[config.mk]
export PLATFORM = sky130hd
export DESIGN_NAME = imem_access_ctrl_flat
export DESIGN_NICKNAME = d
export VERILOG_FILES = /design/src/rtl/imem_access_ctrl_pkg.sv /design/src/rtl/imem_access_ctrl_if.sv /design/src/rtl/imem_access_ctrl_bit_sync.sv /design/src/rtl/imem_access_ctrl.sv /design/src/flat_wrapper.sv
export SDC_FILE = /design/constraint.sdc
export NUM_CORES = 1
export LEC_CHECK = 0
export BUFFER_PORTS_ARGS = -buffer_cell sky130_fd_sc_hd__buf_2
export CORE_MARGIN = 5
export CORE_UTILIZATION = 52
export CTS_CLUSTER_SIZE = 14
export DETAILED_ROUTE_END_ITERATION = 8
export PLACE_DENSITY_LB_ADDON = 0.08
export RECOVER_POWER = 25
export SLEW_MARGIN = 30
export SYNTH_ARGS = -nofsm -noshare
export SYNTH_HDL_FRONTEND = slang
export SYNTH_SLANG_ARGS = --single-unit
[constraint.sdc]
create_clock -name i_clk -period 3.2 [get_ports i_clk]
set_input_delay 0.32 -clock i_clk [delete_from_list [all_inputs] [get_ports i_clk]]
set_output_delay 0.32 -clock i_clk [all_outputs]
set_load 0.01 [all_outputs]
[src/rtl/imem_access_ctrl_pkg.sv]
// Shared types and constants for the instruction-memory access controller.
package imem_ctrl_pkg;

   typedef enum logic [1:0] {
      ST_IDLE,
      ST_FETCH,
      ST_PROG_ACC,
      ST_PROG_ACK
   } state_t;

   localparam logic [7:0] WR_COUNT_MAX = 8'hFF;

   localparam logic [1:0] LANE_0 = 2'd0;
   localparam logic [1:0] LANE_1 = 2'd1;
   localparam logic [1:0] LANE_2 = 2'd2;
   localparam logic [1:0] LANE_3 = 2'd3;

   // Byte lane of a little-endian 32-bit word.
   function automatic logic [7:0] lane_sel(input logic [31:0] word, input logic [1:0] lane);
      logic [7:0] b;
      case (lane)
         LANE_0:  b = word[7:0];
         LANE_1:  b = word[15:8];
         LANE_2:  b = word[23:16];
         LANE_3:  b = word[31:24];
         default: b = word[7:0];
      endcase
      return b;
   endfunction

endpackage

[src/rtl/imem_access_ctrl_if.sv]
// Fetch, programming, memory and status signals of the instruction-memory
// access controller. The controller uses the slave view.
interface imem_access_ctrl_if #(
   parameter int ADDR_W  = 8,
   parameter int INSTR_W = 32
);
   logic               i_fetch_req;
   logic [ADDR_W-1:0]  i_fetch_addr;
   logic               o_fetch_gnt;
   logic               o_fetch_valid;
   logic [INSTR_W-1:0] o_fetch_instr;
   logic               o_fetch_err;

   logic               i_prog_mode;
   logic               i_prog_req;
   logic               i_prog_we;
   logic [ADDR_W-1:0]  i_prog_addr;
   logic [7:0]         i_prog_wdata;
   logic               o_prog_ack;
   logic [7:0]         o_prog_rdata;
   logic               o_prog_err;

   logic               o_core_stall;

   logic [ADDR_W-1:0]  o_mem_addr;
   logic [7:0]         o_mem_wdata;
   logic               o_mem_we;
   logic [INSTR_W-1:0] i_mem_rdata;

   logic [7:0]         o_wr_count;

   modport slave (
      input  i_fetch_req, i_fetch_addr,
      output o_fetch_gnt, o_fetch_valid, o_fetch_instr, o_fetch_err,
      input  i_prog_mode, i_prog_req, i_prog_we, i_prog_addr, i_prog_wdata,
      output o_prog_ack, o_prog_rdata, o_prog_err,
      output o_core_stall,
      output o_mem_addr, o_mem_wdata, o_mem_we,
      input  i_mem_rdata,
      output o_wr_count
   );

   modport master (
      output i_fetch_req, i_fetch_addr,
      input  o_fetch_gnt, o_fetch_valid, o_fetch_instr, o_fetch_err,
      output i_prog_mode, i_prog_req, i_prog_we, i_prog_addr, i_prog_wdata,
      input  o_prog_ack, o_prog_rdata, o_prog_err,
      input  o_core_stall,
      input  o_mem_addr, o_mem_wdata, o_mem_we,
      output i_mem_rdata,
      input  o_wr_count
   );
endinterface

[src/rtl/imem_access_ctrl_bit_sync.sv]
// Flop-chain synchroniser for one asynchronous level into the core clock.
module bit_sync #(
   parameter int STAGES = 2
) (
   input  logic clk_sys,
   input  logic rst_b,
   input  logic d,
   output logic q
);
   logic [STAGES-1:0] chain;

   always_ff @(posedge clk_sys or negedge rst_b) begin
      if (!rst_b) chain <= '0;
      else        chain <= {chain[STAGES-2:0], d};
   end

   assign q = chain[STAGES-1];
endmodule

[src/rtl/imem_access_ctrl.sv]
// Instruction-memory sequencer: serialises core fetches and asynchronous
// programming-port accesses onto the single memory port.
//
// state       | meaning
// ST_IDLE     | waiting; a synchronised programming request beats a fetch
// ST_FETCH    | memory word returned to the core with valid
// ST_PROG_ACC | programming write, read or reject performed
// ST_PROG_ACK | ack held until the synchronised request drops
module imem_access_ctrl
   import imem_ctrl_pkg::*;
#(
   parameter int ADDR_W      = 8,
   parameter int INSTR_W     = 32,
   parameter int SYNC_STAGES = 2
) (
   input logic               i_clk,
   input logic               i_nrst,
   imem_access_ctrl_if.slave bus
);
   state_t             state, state_nx;
   logic               mode_s, req_s, mode_d;
   logic [ADDR_W-1:0]  mem_addr_q;
   logic [7:0]         mem_wdata_q;
   logic [7:0]         prog_rdata_q;
   logic [7:0]         wr_count_q, wr_count_nx;
   logic [INSTR_W-1:0] instr_q;
   logic               ack_q, err_q;
   logic               take_prog, take_fetch;
   logic               fetch_gnt, fetch_valid, fetch_err, mem_we;

   bit_sync #(.STAGES(SYNC_STAGES)) u_sync_mode (
      .clk_sys (i_clk),
      .rst_b   (i_nrst),
      .d       (bus.i_prog_mode),
      .q       (mode_s)
   );

   bit_sync #(.STAGES(SYNC_STAGES)) u_sync_req (
      .clk_sys (i_clk),
      .rst_b   (i_nrst),
      .d       (bus.i_prog_req),
      .q       (req_s)
   );

   always_ff @(posedge i_clk or negedge i_nrst) begin
      if (!i_nrst) state <= ST_IDLE;
      else         state <= state_nx;
   end

   always_comb begin
      state_nx    = state;
      take_prog   = 1'b0;
      take_fetch  = 1'b0;
      fetch_gnt   = 1'b0;
      fetch_valid = 1'b0;
      fetch_err   = 1'b0;
      mem_we      = 1'b0;
      case (state)
         ST_IDLE: begin
            if (req_s && !ack_q) begin
               take_prog = 1'b1;
               state_nx  = ST_PROG_ACC;
            end else if (bus.i_fetch_req && !mode_s) begin
               take_fetch = 1'b1;
               fetch_gnt  = 1'b1;
               state_nx   = ST_FETCH;
            end
         end
         ST_FETCH: begin
            fetch_valid = 1'b1;
            fetch_err   = (mem_addr_q[1:0] != 2'b00);
            state_nx    = ST_IDLE;
         end
         ST_PROG_ACC: begin
            mem_we   = mode_s && bus.i_prog_we;
            state_nx = ST_PROG_ACK;
         end
         ST_PROG_ACK: begin
            if (!req_s) state_nx = ST_IDLE;
         end
         default: state_nx = ST_IDLE;
      endcase
   end

   // A new programming session restarts the write tally, then counts this cycle's write.
   always_comb begin
      wr_count_nx = (mode_s && !mode_d) ? 8'h00 : wr_count_q;
      if (mem_we && wr_count_nx != WR_COUNT_MAX) wr_count_nx = wr_count_nx + 8'h01;
   end

   always_ff @(posedge i_clk or negedge i_nrst) begin
      if (!i_nrst) begin
         mode_d       <= 1'b0;
         mem_addr_q   <= '0;
         mem_wdata_q  <= 8'h00;
         prog_rdata_q <= 8'h00;
         wr_count_q   <= 8'h00;
         instr_q      <= '0;
         ack_q        <= 1'b0;
         err_q        <= 1'b0;
      end else begin
         mode_d     <= mode_s;
         wr_count_q <= wr_count_nx;
         if (take_prog) begin
            mem_addr_q  <= bus.i_prog_addr;
            mem_wdata_q <= bus.i_prog_wdata;
         end else if (take_fetch) begin
            mem_addr_q <= bus.i_fetch_addr;
         end
         if (fetch_valid) instr_q <= bus.i_mem_rdata;
         if (state == ST_PROG_ACC) begin
            ack_q <= 1'b1;
            err_q <= !mode_s;
            if (mode_s && !bus.i_prog_we)
               prog_rdata_q <= lane_sel(bus.i_mem_rdata[31:0], mem_addr_q[1:0]);
         end else if (state == ST_PROG_ACK && !req_s) begin
            ack_q <= 1'b0;
            err_q <= 1'b0;
         end
      end
   end

   // The fetched word is presented straight from memory during the valid cycle, then held.
   assign bus.o_fetch_instr = (state == ST_FETCH) ? bus.i_mem_rdata : instr_q;
   assign bus.o_fetch_gnt   = fetch_gnt;
   assign bus.o_fetch_valid = fetch_valid;
   assign bus.o_fetch_err   = fetch_err;
   assign bus.o_prog_ack    = ack_q;
   assign bus.o_prog_err    = err_q;
   assign bus.o_prog_rdata  = prog_rdata_q;
   assign bus.o_core_stall  = mode_s;
   assign bus.o_mem_addr    = mem_addr_q;
   assign bus.o_mem_wdata   = mem_wdata_q;
   assign bus.o_mem_we      = mem_we;
   assign bus.o_wr_count    = wr_count_q;
endmodule
[src/flat_wrapper.sv]
// flat-port wrapper written by rule: the top's interface ports become plain ports
module imem_access_ctrl_flat import imem_ctrl_pkg::*;
#(
   parameter int ADDR_W      = 8,
   parameter int INSTR_W     = 32,
   parameter int SYNC_STAGES = 2
)
  (i_clk, i_nrst, bus_i_fetch_req, bus_i_fetch_addr, bus_o_fetch_gnt, bus_o_fetch_valid, bus_o_fetch_instr, bus_o_fetch_err, bus_i_prog_mode, bus_i_prog_req, bus_i_prog_we, bus_i_prog_addr, bus_i_prog_wdata, bus_o_prog_ack, bus_o_prog_rdata, bus_o_prog_err, bus_o_core_stall, bus_o_mem_addr, bus_o_mem_wdata, bus_o_mem_we, bus_i_mem_rdata, bus_o_wr_count);
  imem_access_ctrl_if #(.ADDR_W(ADDR_W), .INSTR_W(INSTR_W)) bus_i ();
  input logic i_clk;
  input logic i_nrst;
  input wire logic [$bits(bus_i.i_fetch_req)-1:0] bus_i_fetch_req;
  input wire logic [$bits(bus_i.i_fetch_addr)-1:0] bus_i_fetch_addr;
  output wire logic [$bits(bus_i.o_fetch_gnt)-1:0] bus_o_fetch_gnt;
  output wire logic [$bits(bus_i.o_fetch_valid)-1:0] bus_o_fetch_valid;
  output wire logic [$bits(bus_i.o_fetch_instr)-1:0] bus_o_fetch_instr;
  output wire logic [$bits(bus_i.o_fetch_err)-1:0] bus_o_fetch_err;
  input wire logic [$bits(bus_i.i_prog_mode)-1:0] bus_i_prog_mode;
  input wire logic [$bits(bus_i.i_prog_req)-1:0] bus_i_prog_req;
  input wire logic [$bits(bus_i.i_prog_we)-1:0] bus_i_prog_we;
  input wire logic [$bits(bus_i.i_prog_addr)-1:0] bus_i_prog_addr;
  input wire logic [$bits(bus_i.i_prog_wdata)-1:0] bus_i_prog_wdata;
  output wire logic [$bits(bus_i.o_prog_ack)-1:0] bus_o_prog_ack;
  output wire logic [$bits(bus_i.o_prog_rdata)-1:0] bus_o_prog_rdata;
  output wire logic [$bits(bus_i.o_prog_err)-1:0] bus_o_prog_err;
  output wire logic [$bits(bus_i.o_core_stall)-1:0] bus_o_core_stall;
  output wire logic [$bits(bus_i.o_mem_addr)-1:0] bus_o_mem_addr;
  output wire logic [$bits(bus_i.o_mem_wdata)-1:0] bus_o_mem_wdata;
  output wire logic [$bits(bus_i.o_mem_we)-1:0] bus_o_mem_we;
  input wire logic [$bits(bus_i.i_mem_rdata)-1:0] bus_i_mem_rdata;
  output wire logic [$bits(bus_i.o_wr_count)-1:0] bus_o_wr_count;
  assign bus_i.i_fetch_req = bus_i_fetch_req;
  assign bus_i.i_fetch_addr = bus_i_fetch_addr;
  assign bus_o_fetch_gnt = bus_i.o_fetch_gnt;
  assign bus_o_fetch_valid = bus_i.o_fetch_valid;
  assign bus_o_fetch_instr = bus_i.o_fetch_instr;
  assign bus_o_fetch_err = bus_i.o_fetch_err;
  assign bus_i.i_prog_mode = bus_i_prog_mode;
  assign bus_i.i_prog_req = bus_i_prog_req;
  assign bus_i.i_prog_we = bus_i_prog_we;
  assign bus_i.i_prog_addr = bus_i_prog_addr;
  assign bus_i.i_prog_wdata = bus_i_prog_wdata;
  assign bus_o_prog_ack = bus_i.o_prog_ack;
  assign bus_o_prog_rdata = bus_i.o_prog_rdata;
  assign bus_o_prog_err = bus_i.o_prog_err;
  assign bus_o_core_stall = bus_i.o_core_stall;
  assign bus_o_mem_addr = bus_i.o_mem_addr;
  assign bus_o_mem_wdata = bus_i.o_mem_wdata;
  assign bus_o_mem_we = bus_i.o_mem_we;
  assign bus_i.i_mem_rdata = bus_i_mem_rdata;
  assign bus_o_wr_count = bus_i.o_wr_count;
  imem_access_ctrl #(.ADDR_W(ADDR_W), .INSTR_W(INSTR_W), .SYNC_STAGES(SYNC_STAGES)) u_core (.i_clk(i_clk), .i_nrst(i_nrst), .bus(bus_i));
endmodule
==> Word-level counts from Yosys, hierarchy flattened <==
Cells that the tools add are included.
W data, S select, Z words.
{ "word_totals": {"input_bits": 62, "elab_cells": 61, "register_bits": 73} }
{ "classes": {"add_sub_neg": 1, "reduce_logical": 19, "n_eq_ne": 9, "muxes": 21} }
{ "ops": {"columns": ["op", "n"], "rows": [
  ["$mux W32", 1],
  ["$mux W8", 4],
  ["$pmux W8 S4", 1],
  ["$mux W1", 11],
  ["$add A8 B1 Y8 const B", 1],
  ["$eq A2 B2 Y1 const B", 4],
  ["$ne A8 B8 Y1 const B", 1],
  ["$pmux W2 S4", 1],
  ["$logic_and A1 B1 Y1", 7],
  ["$mux W2", 3],
  ["$reduce_bool A2 Y1", 3],
  ["$logic_not A1 Y1", 5],
  ["$eq A2 B1 Y1 const B", 2],
  ["$logic_not A2 Y1", 2],
  ["$reduce_and A2 Y1", 2],
  ["$ne A3 B1 Y1 const B", 1],
  ["$ne A2 B2 Y1 const B", 1]
]} }

==> Logic depth before layout (Yosys ltp) <==
Gate-level depths: netlist of the first run.
{ "depth": {"ltp_word": 7, "depth_mapped": 7} }

==> Hierarchy <==
Synthesis of the first run repeated with hierarchy kept, for this count alone.
{ "unflattened": {"hier_cells": 292, "area_unflattened_um2": 3196.8} }
{ "by_module_without_submodules": {"columns": ["module", "cells_each", "instances", "area_per_inst_um2"], "rows": [
  ["imem_access_ctrl", 288, 1, 3096.7],
  ["bit_sync", 2, 2, 50.0]
]} }

==> Worst setup path before layout of the first run <==
OpenSTA, ideal clock, no wires.
{ "synth_timing": {"path_kind": "flip-flop to flip-flop", "from": "register u_core.u_sync_mode.chain[1]", "to": "register u_core.wr_count_q[4] (netlist: u_core.bus.o_wr_count[4])", "path_stages_with_launch": 8, "required_time_ns": 3.073, "setup_time_ns": 0.127, "arrival_time_ns": 1.683, "slack_ns": 1.390, "path_cell_list": "dfrtp_1 > nand2b_1 > clkbuf_1 > and2_1 > ha_1 > nor4b_2 > xnor2_1 > nor2_1"} }
{ "synth_via": {"elab_chain_len": 5} }
{ "synth_rtl": {"columns": ["item", "line", "source"], "rows": [
  ["from (decl)", "imem_access_ctrl_bit_sync.sv:10", "logic [STAGES-1:0] chain;"],
  ["from (signal assigned)", "imem_access_ctrl_bit_sync.sv:14", "else chain <= {chain[STAGES-2:0], d};"],
  ["parallel branches: the longest is 4 deep, another holds $add A8 B1 Y8", null, null],
  ["$mux W8 (*)", "imem_access_ctrl.sv:88", "if (mem_we && wr_count_nx != WR_COUNT_MAX) wr_count_nx = wr_count_nx + 8'h01;"],
  ["net u_core.wr_count_nx[4]", "imem_access_ctrl.sv:25", "logic [7:0] wr_count_q, wr_count_nx;"],
  ["to (signal assigned)", "imem_access_ctrl.sv:103", "wr_count_q <= wr_count_nx;"],
  ["to (decl)", "imem_access_ctrl.sv:25", null]
]} }
Mark *: on every way through the listed nets, which the timed path passes.
A chain may end at the register's enable or synchronous reset.

==> Worst setup path in the final report of the first run <==
{ "layout_timing": {"from": "register u_core.state[1]", "to": "output bus_o_fetch_instr[0]"} }
{ "layout_via": {"elab_chain_len": 2} }
{ "layout_rtl": {"columns": ["item", "line", "source"], "rows": [
  ["from (decl)", "imem_access_ctrl.sv:20", "state_t state, state_nx;"],
  ["from (signal assigned)", "imem_access_ctrl.sv:47", "else state <= state_nx;"],
  ["$eq A2 B1 Y1", "imem_access_ctrl.sv:124", "assign bus.o_fetch_instr = (state == ST_FETCH) ? bus.i_mem_rdata : instr_q;"],
  ["$mux W32", "imem_access_ctrl.sv:124", null],
  ["to (decl)", "flat_wrapper.sv:16", "output wire logic [$bits(bus_i.o_fetch_instr)-1:0] bus_o_fetch_instr;"]
]} }
Every way passes these cells.

==> results.sh, run 1 <==
export IMPL_status="complete, but fails checks"
export IMPL_violations="max-capacitance violations, max-slew violations"
export IMPL_drt_iter0_markers=62
export IMPL_crit_start="u_core.state[1]$_DFFE_PN0P_"
export IMPL_nNetsFinal=428
export IMPL_clk_pin_slew_ns=0.07
export IMPL_final_common_cell="buf_2"
export IMPL_nFillCells=459
export IMPL_drive_gt1_share_pct=56.6
export IMPL_peakVddDrop_mv=0.627
export IMPL_die_h_um=88.9
export IMPL_io_pins=133
export IMPL_yosysWarnings=0
export IMPL_vias_per_cell=5.26
export IMPL_design_area_sq_um=4150
export IMPL_synth_ff_type="dfrtp_1"
export IMPL_antenna_found_initial=0
export IMPL_fmax_mhz=430
export IMPL_syn_inst=233
export IMPL_ys_seq_area_share_pct=56.4
export IMPL_path_class="flip-flop to output port"
export IMPL_async_flop_share_pct=100
export IMPL_startpoint_type="flip-flop"
export IMPL_yosysTopAreaCell="dfrtp_1"
export IMPL_wirelength_mm=7.34
export IMPL_drcViolationCount=0
export IMPL_power_mw=4.00
export IMPL_place_gp_congestion=0.828
export IMPL_cts_root_buffer="clkbuf_8"
export IMPL_num_vias=2334
export IMPL_postCtsResizedCells=0
export IMPL_ys_ff_latch=73
export IMPL_arrival_ns=2.01
export IMPL_mappedNetlistArea_sq_um=3240
export IMPL_holdBufCountCts=0
export IMPL_setup_violations=0
export IMPL_num_antenna_cells=0
export IMPL_hold_ws_ns=0.0856
export IMPL_syn_nets=296
export IMPL_syn_to_final_growth_pct=28.1
export IMPL_grt_max_degree=74
export IMPL_rsz0062_at_grt="no"
export IMPL_hold_viol_final=0
export IMPL_synth_top_area_share_pct=56.4
export IMPL_tns_ns=0
export IMPL_hp_start="bus_i_prog_req"
export IMPL_synth_edf_count=0
export IMPL_tightest_slew_ns=1.79
export IMPL_holdCritPathClass="primary input to flip-flop"
export IMPL_ys_types=37
export IMPL_final_cell_mix="buf_2, dfrtp_1, mux2_2"
export IMPL_first_global_vias=2360
export IMPL_initial_utilization_pct=54.1
export IMPL_cts_buffers=9
export IMPL_grt_total_usage_pct=19.2
export IMPL_core_area_sq_um=5990
export IMPL_syn_avg_cell_area_sq_um=13.9
export IMPL_maxSlewHeadroom_pct=-19.3
export IMPL_die_area_sq_um=7900
export IMPL_end_kind="output port"
export IMPL_overflow=0
export IMPL_fp_dieW_um=88.9
export IMPL_cp_required_ns=2.88
export IMPL_yosys_top_cells_area="dfrtp_1, mux2_2, mux4_2"
export IMPL_hpwl_mm=5.36
export IMPL_cts_tree="yes"
export IMPL_io_buffer_count=132
export IMPL_cts_path_max_buffers=2
export IMPL_cap_violations=1
export IMPL_skew_ns=0.00969
export IMPL_cp_max_fo=34
export IMPL_powerDensity_nw_per_um2=965
export IMPL_timing_rr_start="u_core.u_sync_mode.chain[1]$_DFF_PN0_"
export IMPL_p_leak_nw=2.03
export IMPL_min_period_ns=2.33
export IMPL_clk_latency_ns=0.34
export IMPL_routedWlPerCell_um=16.5
export IMPL_drtPass1Iterations=4
export IMPL_grt_pass1_wl_mm=11.4
export IMPL_finalMaxSlewViolations=74
export IMPL_drtAntennaViolNets=0
export IMPL_h_tree_depth=3
export IMPL_r2r_setup_slack_ns=1.24
export IMPL_place_area_sq_um=3930
export IMPL_fin_crit_sh_pct=72.8
export IMPL_cts_setup_buffers=0
export IMPL_fp_row_count=28
export IMPL_cts_sinks=73
-- sequential cells by signal, indices dropped and copies added (netlist names) --
| register | cells |
|---|---|
| u_core.u_sync_mode.chain | 2 |
| u_core.bus.o_prog_rdata | 8 |
| u_core.bus.o_mem_wdata | 8 |
| u_core.bus.o_prog_err | 1 |
| u_core.bus.o_wr_count | 8 |
| u_core.mode_d | 1 |
| u_core.state | 2 |
| u_core.bus.o_mem_addr | 8 |
| u_core.bus.o_prog_ack | 1 |
| u_core.instr_q | 32 |
| u_core.u_sync_req.chain | 2 |
-- logic make-up (layout without fill, tap and decap cells) --
family,Yosys count,in the layout,share of synthesized area (%)
and+or+nand+nor,50,50,9.54
buffers and inverters,17,153,2.94
AOI/OAI and AO/OA,25,25,5.14
xor gates and xnor gates,2,2,0.541
adders and majority gates,1,1,0.386
DFF,73,73,56.4
muxes,65,65,25.0
-- power breakdown --
part           total (mW)  internal (mW)  switching, mW
Clock               0.786          0.454          0.332
Combinational        1.65          0.850          0.800
Sequential           1.57           1.32          0.248
Total                4.00           2.62           1.38
-- synthesized netlist by cell type (3+ instances only) --
| cell | number |
|---|---|
| dfrtp_1 | 73 |
| mux2_2 | 44 |
| nand2_1 | 17 |
| o21ai_0 | 12 |
| mux2i_1 | 9 |
| mux4_2 | 8 |
| buf_2 | 7 |
| nor2_1 | 7 |
| a21oi_1 | 6 |
| nand4_1 | 6 |
| inv_1 | 4 |
| mux2_1 | 4 |
| and2_1 | 3 |
| nand2b_1 | 3 |
| nor2b_1 | 3 |
-- through the flow --
step                      std cells  setup slack [ns]  util, %
after floorplan                 233              1.39        -
after global placement          429              1.24     65.7
after detailed placement        429              1.23     65.7
after CTS                       444             0.836     69.3
after global routing            444             0.767     69.3
final                           444             0.872     69.3
-- layout make-up --
class	instances	area (sq um)	share of cell area [%]
Clock inverter	5	80.1	1.93
Clock buffer	10	138	3.32
Sequential cell	73	1830	44.0
Inverter	5	18.8	0.452
Timing Repair Buffer	133	668	16.1
Tap cell	75	93.8	2.26
Multi-Input combinational cell	143	1320	31.9
-- critical path, stage by stage (launching register included) --
cell     delay [ns]
dfrtp_1        0.55
nor2b_4        0.16
buf_4          0.38
mux2_2         0.41
buf_2          0.15
-- metal layers --
layer  vias up  share of wire [%]  global-route usage, %
li1       1104                  -                      -
met1      1121                 41                   23.7
met2        97                 47                   30.4
met3        12                 11                   6.73
met4         0                1.6                   8.65
met5         -                  0                      0
-- path summary, 6_finish.rpt --
kind	endpoint	cells past startpoint
worst max-delay path	bus_o_fetch_instr[0]	4
worst min-delay path	u_core.u_sync_req.chain[0]$_DFF_PN0_	1
worst max register to register	u_core.bus.o_wr_count[5]$_DFF_PN0_	6
worst min register to register	u_core.u_sync_req.chain[1]$_DFF_PN0_	0
max in group asynchronous	u_core.bus.o_mem_addr[3]$_DFFE_PN0P_	1
min in group asynchronous	u_core.bus.o_wr_count[6]$_DFF_PN0_	1
Note: power is estimated with default switching activity, not from simulation.
==> run 2, diff against run 1 <==
--- a/config.mk
+++ b/config.mk
@@ -5,9 +5,10 @@
 export SDC_FILE = /design/constraint.sdc
 export NUM_CORES = 1
 export LEC_CHECK = 0
+export ABC_AREA = 1
 export BUFFER_PORTS_ARGS = -buffer_cell sky130_fd_sc_hd__buf_2
 export CORE_MARGIN = 5
-export CORE_UTILIZATION = 52
+export CORE_UTILIZATION = 48
 export CTS_CLUSTER_SIZE = 14
 export DETAILED_ROUTE_END_ITERATION = 8
 export PLACE_DENSITY_LB_ADDON = 0.08
==> constraint.sdc (replaced) <==
create_clock -name i_clk -period 2.3 [get_ports i_clk]
set_input_delay 0.23 -clock i_clk [delete_from_list [all_inputs] [get_ports i_clk]]
set_output_delay 0.23 -clock i_clk [all_outputs]
set_load 0.01 [all_outputs]
==> run 2 against run 1 <==
Compared with the run above: the run still ends with max-capacitance violations, max-slew violations left; critical endpoint is now bus_o_fetch_instr[5]; combinational power up 55%; flip-flop and latch count unchanged; highest routed layer unchanged; critical path type unchanged; critical path depth up 2; final cell count up 37%; routed wire length up 15%; setup slack worse by 0.55 ns; global-route usage up 1.6 points; die area up 7.9%.
==> results.sh, run 2 <==
export IMPL_status="complete, but fails checks"
export IMPL_ys_types=26
export IMPL_cts_root_buffer="clkbuf_8"
export IMPL_h_tree_depth=3
export IMPL_whs_path_depth=2
export IMPL_path_class="flip-flop to output port"
export IMPL_largest_register_ffs=32
export IMPL_grt_pass1_wl_mm=14.0
export IMPL_initial_utilization_pct=48.7
export IMPL_min_period_ns=1.98
export IMPL_hold_viol_final=0
export IMPL_syn_avg_cell_area_sq_um=8.39
export IMPL_postCtsResizedCells=0
export IMPL_grt_max_degree=74
export IMPL_synth_common_cells="nand2_1, dfrtp_1, inv_1, nand3_1, nor2_1"
export IMPL_synth_compound_area_share_pct=5.15
export IMPL_synth_ff_type="dfrtp_1"
export IMPL_syn_inst=388
export IMPL_worst_slack_ns=0.318
export IMPL_fmax_mhz=505
export IMPL_drive_gt1_share_pct=31.9
export IMPL_tightest_slew_ns=1.61
export IMPL_place_gp_congestion=0.882
export IMPL_rsz0062_at_grt="no"
export IMPL_cts_sinks=73
export IMPL_finalNonFillerCells=609
export IMPL_peakVddDrop_mv=0.649
export IMPL_post_place_ws_ns=0.436
export IMPL_maxSlewHeadroom_pct=-7.20
export IMPL_rr_worst_depth=11
export IMPL_routedWlPerCell_um=13.8
export IMPL_yosys_top_cells_area="dfrtp_1, nand2_1, nand3_1"
export IMPL_die_area_sq_um=8530
export IMPL_mappedNetlistArea_sq_um=3260
export IMPL_synth_adder_area_share_pct=0.384
export IMPL_async_flop_share_pct=100
export IMPL_cap_violations=1
export IMPL_powerDensity_nw_per_um2=1340
export IMPL_cts_path_max_buffers=2
export IMPL_holdCritPathClass="primary input to flip-flop"
export IMPL_fin_crit_sh_pct=86.2
export IMPL_cts_tree="yes"
export IMPL_wirelength_mm=8.43
export IMPL_overflow=0
export IMPL_num_vias=2968
export IMPL_num_antenna_cells=0
export IMPL_dp_cells=590
export IMPL_hpwl_mm=6.15
export IMPL_skew_ns=0.0118
export IMPL_startpoint_type="flip-flop"
export IMPL_drtAntennaViolNets=0
export IMPL_synth_xor_area_share_pct=0.538
export IMPL_synth_most_common_cell="nand2_1"
export IMPL_muxShareOfSynthArea_pct=2.77
export IMPL_fp_dieW_um=92.4
export IMPL_setup_violations=0
export IMPL_grt_total_usage_pct=20.8
export IMPL_final_common_cell="nand2_1"
export IMPL_syn_nets=451
export IMPL_antenna_found_initial=0
export IMPL_first_global_vias=2920
export IMPL_core_area_sq_um=6680
export IMPL_io_pins=133
export IMPL_ys_ff_latch=73
export IMPL_vias_per_cell=4.87
export IMPL_finalMaxSlewViolations=74
export IMPL_ys_seq_area_share_pct=56.1
export IMPL_die_h_um=92.4
export IMPL_synthSimpleGateAreaFrac_pct=29.7
export IMPL_yosysWarnings=0
export IMPL_synth_top_area_share_pct=56.1
export IMPL_clk_latency_ns=0.34
export IMPL_tns_ns=0
export IMPL_violations="max-capacitance violations, max-slew violations"
export IMPL_cp_max_fo=34
export IMPL_drtPass1Iterations=4
export IMPL_nNetsFinal=587
export IMPL_drcViolationCount=0
export IMPL_io_buffer_count=132
export IMPL_syn_to_final_growth_pct=28.6
export IMPL_final_cell_mix="nand2_1, buf_2, dfrtp_1"
export IMPL_drt_iter0_markers=122
export IMPL_clk_pin_slew_ns=0.08
export IMPL_cts_buffers=9
export IMPL_cp_required_ns=2.07
export IMPL_end_kind="output port"
export IMPL_yosysTopAreaCell="dfrtp_1"
export IMPL_p_leak_nw=2.37
export IMPL_synth_edf_count=0
export IMPL_fp_row_count=30
export IMPL_synth_top_family_by_area="simple AND/OR/NAND/NOR gates"
export IMPL_arrival_ns=1.75
export IMPL_top_register="u_core.instr_q"
-- run 2: through the flow --
| step | cell area (sq um) | total power [mW] | util [%] | hold WS (ns) |
|---|---|---|---|---|
| 6_report | 4190 | 5.60 | 62.7 | 0.0951 |
| 5_1_grt | 4190 | 6.08 | 62.7 | 0.106 |
| 4_1_cts | 4180 | 5.67 | 62.6 | 0.0463 |
| 3_5_place_dp | 3970 | 4.68 | 59.4 | 0.336 |
| 3_3_place_gp | 3970 | 4.61 | 59.4 | 0.335 |
| 2_1_floorplan | 3260 | 3.63 | - | -0.0656 |
-- run 2: report_power, final --
| group | total (mW) | internal (mW) | switching (mW) |
|---|---|---|---|
| logic | 2.55 | 0.938 | 1.61 |
| registers | 2.06 | 1.82 | 0.238 |
| clock network | 0.992 | 0.498 | 0.493 |
| total | 5.60 | 3.25 | 2.34 |
-- run 2: per-layer routing --
| metal | GRT usage (%) | routed length [um] |
|---|---|---|
| met1 | 26.8 | 3630 |
| met4 | 8.42 | 179 |
| met3 | 6.42 | 668 |
| met5 | 0 | 0 |
| met2 | 32.6 | 3960 |
-- run 2: cells by family (layout without fill, tap and decap cells) --
group	Yosys count	in the layout
compound gates	30	30
xor+xnor	2	2
fa+ha+maj	1	1
buf+inv	41	182
flops	73	73
mux	8	8
simple gates	233	233
-- run 2: area by class of cell --
type	count	area (sq um)
repair buffers	136	698
well taps	80	100
flip-flops and latches	73	1830
clock inverters	7	71.3
fillers	609	2490
inverters	30	113
clock buffers	9	124
multi-input cells	274	1260
-- run 2: path summary, 6_finish.rpt --
path,start,endpoint,slack (ns)
setup / recovery,u_core.state[0]$_DFFE_PN0P_,bus_o_fetch_instr[5],0.32
hold / removal,bus_i_prog_wdata[7],u_core.bus.o_mem_wdata[7]$_DFFE_PN0N_,0.1
setup reg to reg,u_core.u_sync_mode.chain[1]$_DFF_PN0_,u_core.bus.o_wr_count[4]$_DFF_PN0_,0.40
hold reg to reg,u_core.u_sync_req.chain[0]$_DFF_PN0_,u_core.u_sync_req.chain[1]$_DFF_PN0_,0.35
max in group asynchronous,i_nrst,u_core.bus.o_wr_count[6]$_DFF_PN0_,0.49
min in group asynchronous,i_nrst,u_core.instr_q[13]$_DFFE_PN0P_,0.84
-- run 2: critical path, cell delays in order, from the launching register on --
cell     delay (ns)
dfrtp_1        0.44
inv_2          0.10
nor2_2         0.04
inv_2          0.43
nand2_1        0.09
o21ai_0        0.12
buf_2          0.17
-- run 2: repair_timing --
action | in CTS | in global routing
setup buffers | 0 | 0
hold buffers | 2 | 1
endpoints found under the hold margin | 2 | 73
==> run 3, diff against run 2 <==
--- a/config.mk
+++ b/config.mk
@@ -11,9 +11,8 @@
 export CORE_UTILIZATION = 48
 export CTS_CLUSTER_SIZE = 14
 export DETAILED_ROUTE_END_ITERATION = 8
-export PLACE_DENSITY_LB_ADDON = 0.08
+export PLACE_DENSITY = 0.8
 export RECOVER_POWER = 25
-export SLEW_MARGIN = 30
 export SYNTH_ARGS = -nofsm -noshare
 export SYNTH_HDL_FRONTEND = slang
 export SYNTH_SLANG_ARGS = --single-unit
==> run 3 against run 2 <==
Compared with the run above: the run still ends with max-capacitance violations, max-slew violations left; first-iteration DRC count fell by 8.2%; final cell count fell by 0.16%; die area did not move; largest power group unchanged; clock skew fell by 0.0015 ns; critical path depth did not move; power rose by 4.5%; setup slack got worse by 0.0039 ns; clock-buffer cell count did not move; combinational power barely moved; sequential power barely moved; via count rose by 3.3%.
==> results.sh, run 3 (synthesized netlist as in run 2, its figures left out) <==
export IMPL_status="complete, but fails checks"
export IMPL_violations="max-capacitance violations, max-slew violations"
export IMPL_drtPass1Iterations=5
export IMPL_p_comb_share_pct=43.8
export IMPL_cp_max_fo=34
export IMPL_timing_rr_start="u_core.u_sync_mode.chain[1]$_DFF_PN0_"
export IMPL_grt_pass1_wl_mm=14.3
export IMPL_num_antenna_cells=0
export IMPL_min_period_ns=1.99
export IMPL_cap_violations=1
export IMPL_seqPwrFrac_pct=35.3
export IMPL_setup_violations=0
export IMPL_io_buffer_count=132
export IMPL_power_mw=5.85
export IMPL_powerDensity_nw_per_um2=1380
export IMPL_die_h_um=92.4
export IMPL_whs_path_depth=2
export IMPL_grt_max_degree=74
export IMPL_core_area_sq_um=6680
export IMPL_switching_share_pct=40.6
export IMPL_fmax_mhz=504
export IMPL_io_pins=133
export IMPL_first_global_vias=3003
export IMPL_drtAntennaViolNets=0
export IMPL_cp_required_ns=2.07
export IMPL_cts_path_max_buffers=2
export IMPL_holdBufCountCts=2
export IMPL_final_common_cell="nand2_1"
export IMPL_maxSlewHeadroom_pct=-19.3
export IMPL_clockPowerShare_pct=20.8
export IMPL_rr_worst_depth=11
export IMPL_overflow=0
export IMPL_syn_to_final_growth_pct=29.8
export IMPL_final_cell_mix="nand2_1, buf_2, dfrtp_1"
export IMPL_initial_utilization_pct=48.7
export IMPL_top_register="u_core.instr_q"
export IMPL_cts_setup_buffers=0
export IMPL_end_kind="output port"
export IMPL_post_place_ws_ns=0.363
export IMPL_arrival_ns=1.76
export IMPL_die_area_sq_um=8530
export IMPL_p_switching_mw=2.38
export IMPL_nNetsFinal=586
export IMPL_skew_ns=0.0103
export IMPL_path_class="flip-flop to output port"
export IMPL_fin_crit_sh_pct=86.3
export IMPL_r2r_setup_slack_ns=0.32
export IMPL_antenna_found_initial=0
export IMPL_r2r_end="u_core.bus.o_wr_count[4]$_DFF_PN0_"
export IMPL_tns_ns=0
export IMPL_h_tree_depth=3
export IMPL_routedWlPerCell_um=14.5
export IMPL_finalMaxSlewViolations=74
export IMPL_vias_per_cell=5.04
export IMPL_drcViolationCount=0
export IMPL_rsz0062_at_grt="no"
export IMPL_fp_row_count=30
export IMPL_cts_buffers=9
export IMPL_startpoint_type="flip-flop"
export IMPL_drt_iter0_markers=112
export IMPL_holdCritPathClass="primary input to flip-flop"
export IMPL_wirelength_mm=8.79
export IMPL_hp_start="bus_i_prog_wdata[7]"
export IMPL_clk_latency_ns=0.35
export IMPL_cts_sinks=73
export IMPL_place_gp_congestion=0.861
export IMPL_hpwl_mm=6.43
export IMPL_peakVddDrop_mv=0.662
export IMPL_clk_pin_slew_ns=0.07
export IMPL_cts_tree="yes"
export IMPL_postCtsResizedCells=0
export IMPL_largest_register_ffs=32
export IMPL_cts_root_buffer="clkbuf_8"
export IMPL_worst_slack_ns=0.314
export IMPL_drive_gt1_share_pct=32.0
export IMPL_num_vias=3065
export IMPL_grt_total_usage_pct=21.1
export IMPL_worstHoldEndpoint="u_core.bus.o_mem_wdata[7]$_DFFE_PN0N_"
export IMPL_p_leak_nw=2.39
export IMPL_tightest_slew_ns=1.79
export IMPL_power_internal_mw=3.48
export IMPL_hold_viol_final=0
export IMPL_fp_dieW_um=92.4
-- run 3: layout make-up --
| type | count | area (sq um) |
|---|---|---|
| clock buffer | 9 | 124 |
| clock inverter | 7 | 119 |
| fill | 572 | 2450 |
| inverter | 30 | 113 |
| multi-input combinational | 274 | 1260 |
| sequential | 73 | 1830 |
| tap | 80 | 100 |
| timing repair buffer | 135 | 688 |
-- run 3: how the worst max path moves through the flow --
stage                                          startpoint  cells past startpoint  slack [ns]                                 end
CTS                           u_core.state[0]$_DFFE_PN0P_                      6        0.30                bus_o_fetch_instr[5]
global route        u_core.u_sync_mode.chain[1]$_DFF_PN0_                     11        0.13  u_core.bus.o_wr_count[1]$_DFF_PN0_
global placement    u_core.u_sync_mode.chain[1]$_DFF_PN0_                     11        0.53  u_core.bus.o_wr_count[4]$_DFF_PN0_
finish                        u_core.state[0]$_DFFE_PN0P_                      6        0.31                bus_o_fetch_instr[8]
detailed placement  u_core.u_sync_mode.chain[1]$_DFF_PN0_                     11        0.36  u_core.bus.o_wr_count[7]$_DFF_PN0_
floorplan           u_core.u_sync_mode.chain[1]$_DFF_PN0_                     11        0.61  u_core.bus.o_wr_count[4]$_DFF_PN0_
-- run 3: power groups by stage --
stage / registers [mW] / logic (mW) / clock network [mW]
2_1_floorplan: 2.17 / 1.46 / 0
3_3_place_gp: 2.07 / 2.53 / 0
3_5_place_dp: 2.09 / 2.60 / 0
4_1_cts: 2.07 / 2.61 / 1.24
5_1_grt: 2.13 / 2.86 / 1.29
6_report: 2.07 / 2.56 / 1.22
-- run 3: worst max-delay path, stage by stage (launching register included) --
cell     delay, ns
dfrtp_1       0.44
inv_2         0.10
nor2_2        0.05
inv_2         0.42
nand2_1       0.12
nand2_1       0.13
buf_2         0.15
-- run 3: per-layer routing --
metal	track usage [%]	wire length [um]
met1	28.4	3760
met2	32.4	4070
met3	5.12	800
met4	9.41	155
met5	0	0
-- run 3: through the flow --
| step | hold slack (ns) | utilization, % | instances | cell area, sq um |
|---|---|---|---|---|
| floorplan | -0.0656 | - | 388 | 3260 |
| global placement | 0.333 | 59.4 | 590 | 3970 |
| detailed placement | 0.335 | 59.4 | 590 | 3970 |
| CTS | 0.0338 | 63.3 | 608 | 4230 |
| global route | 0.0876 | 63.3 | 608 | 4230 |
| finish | 0.0965 | 63.3 | 608 | 4230 |
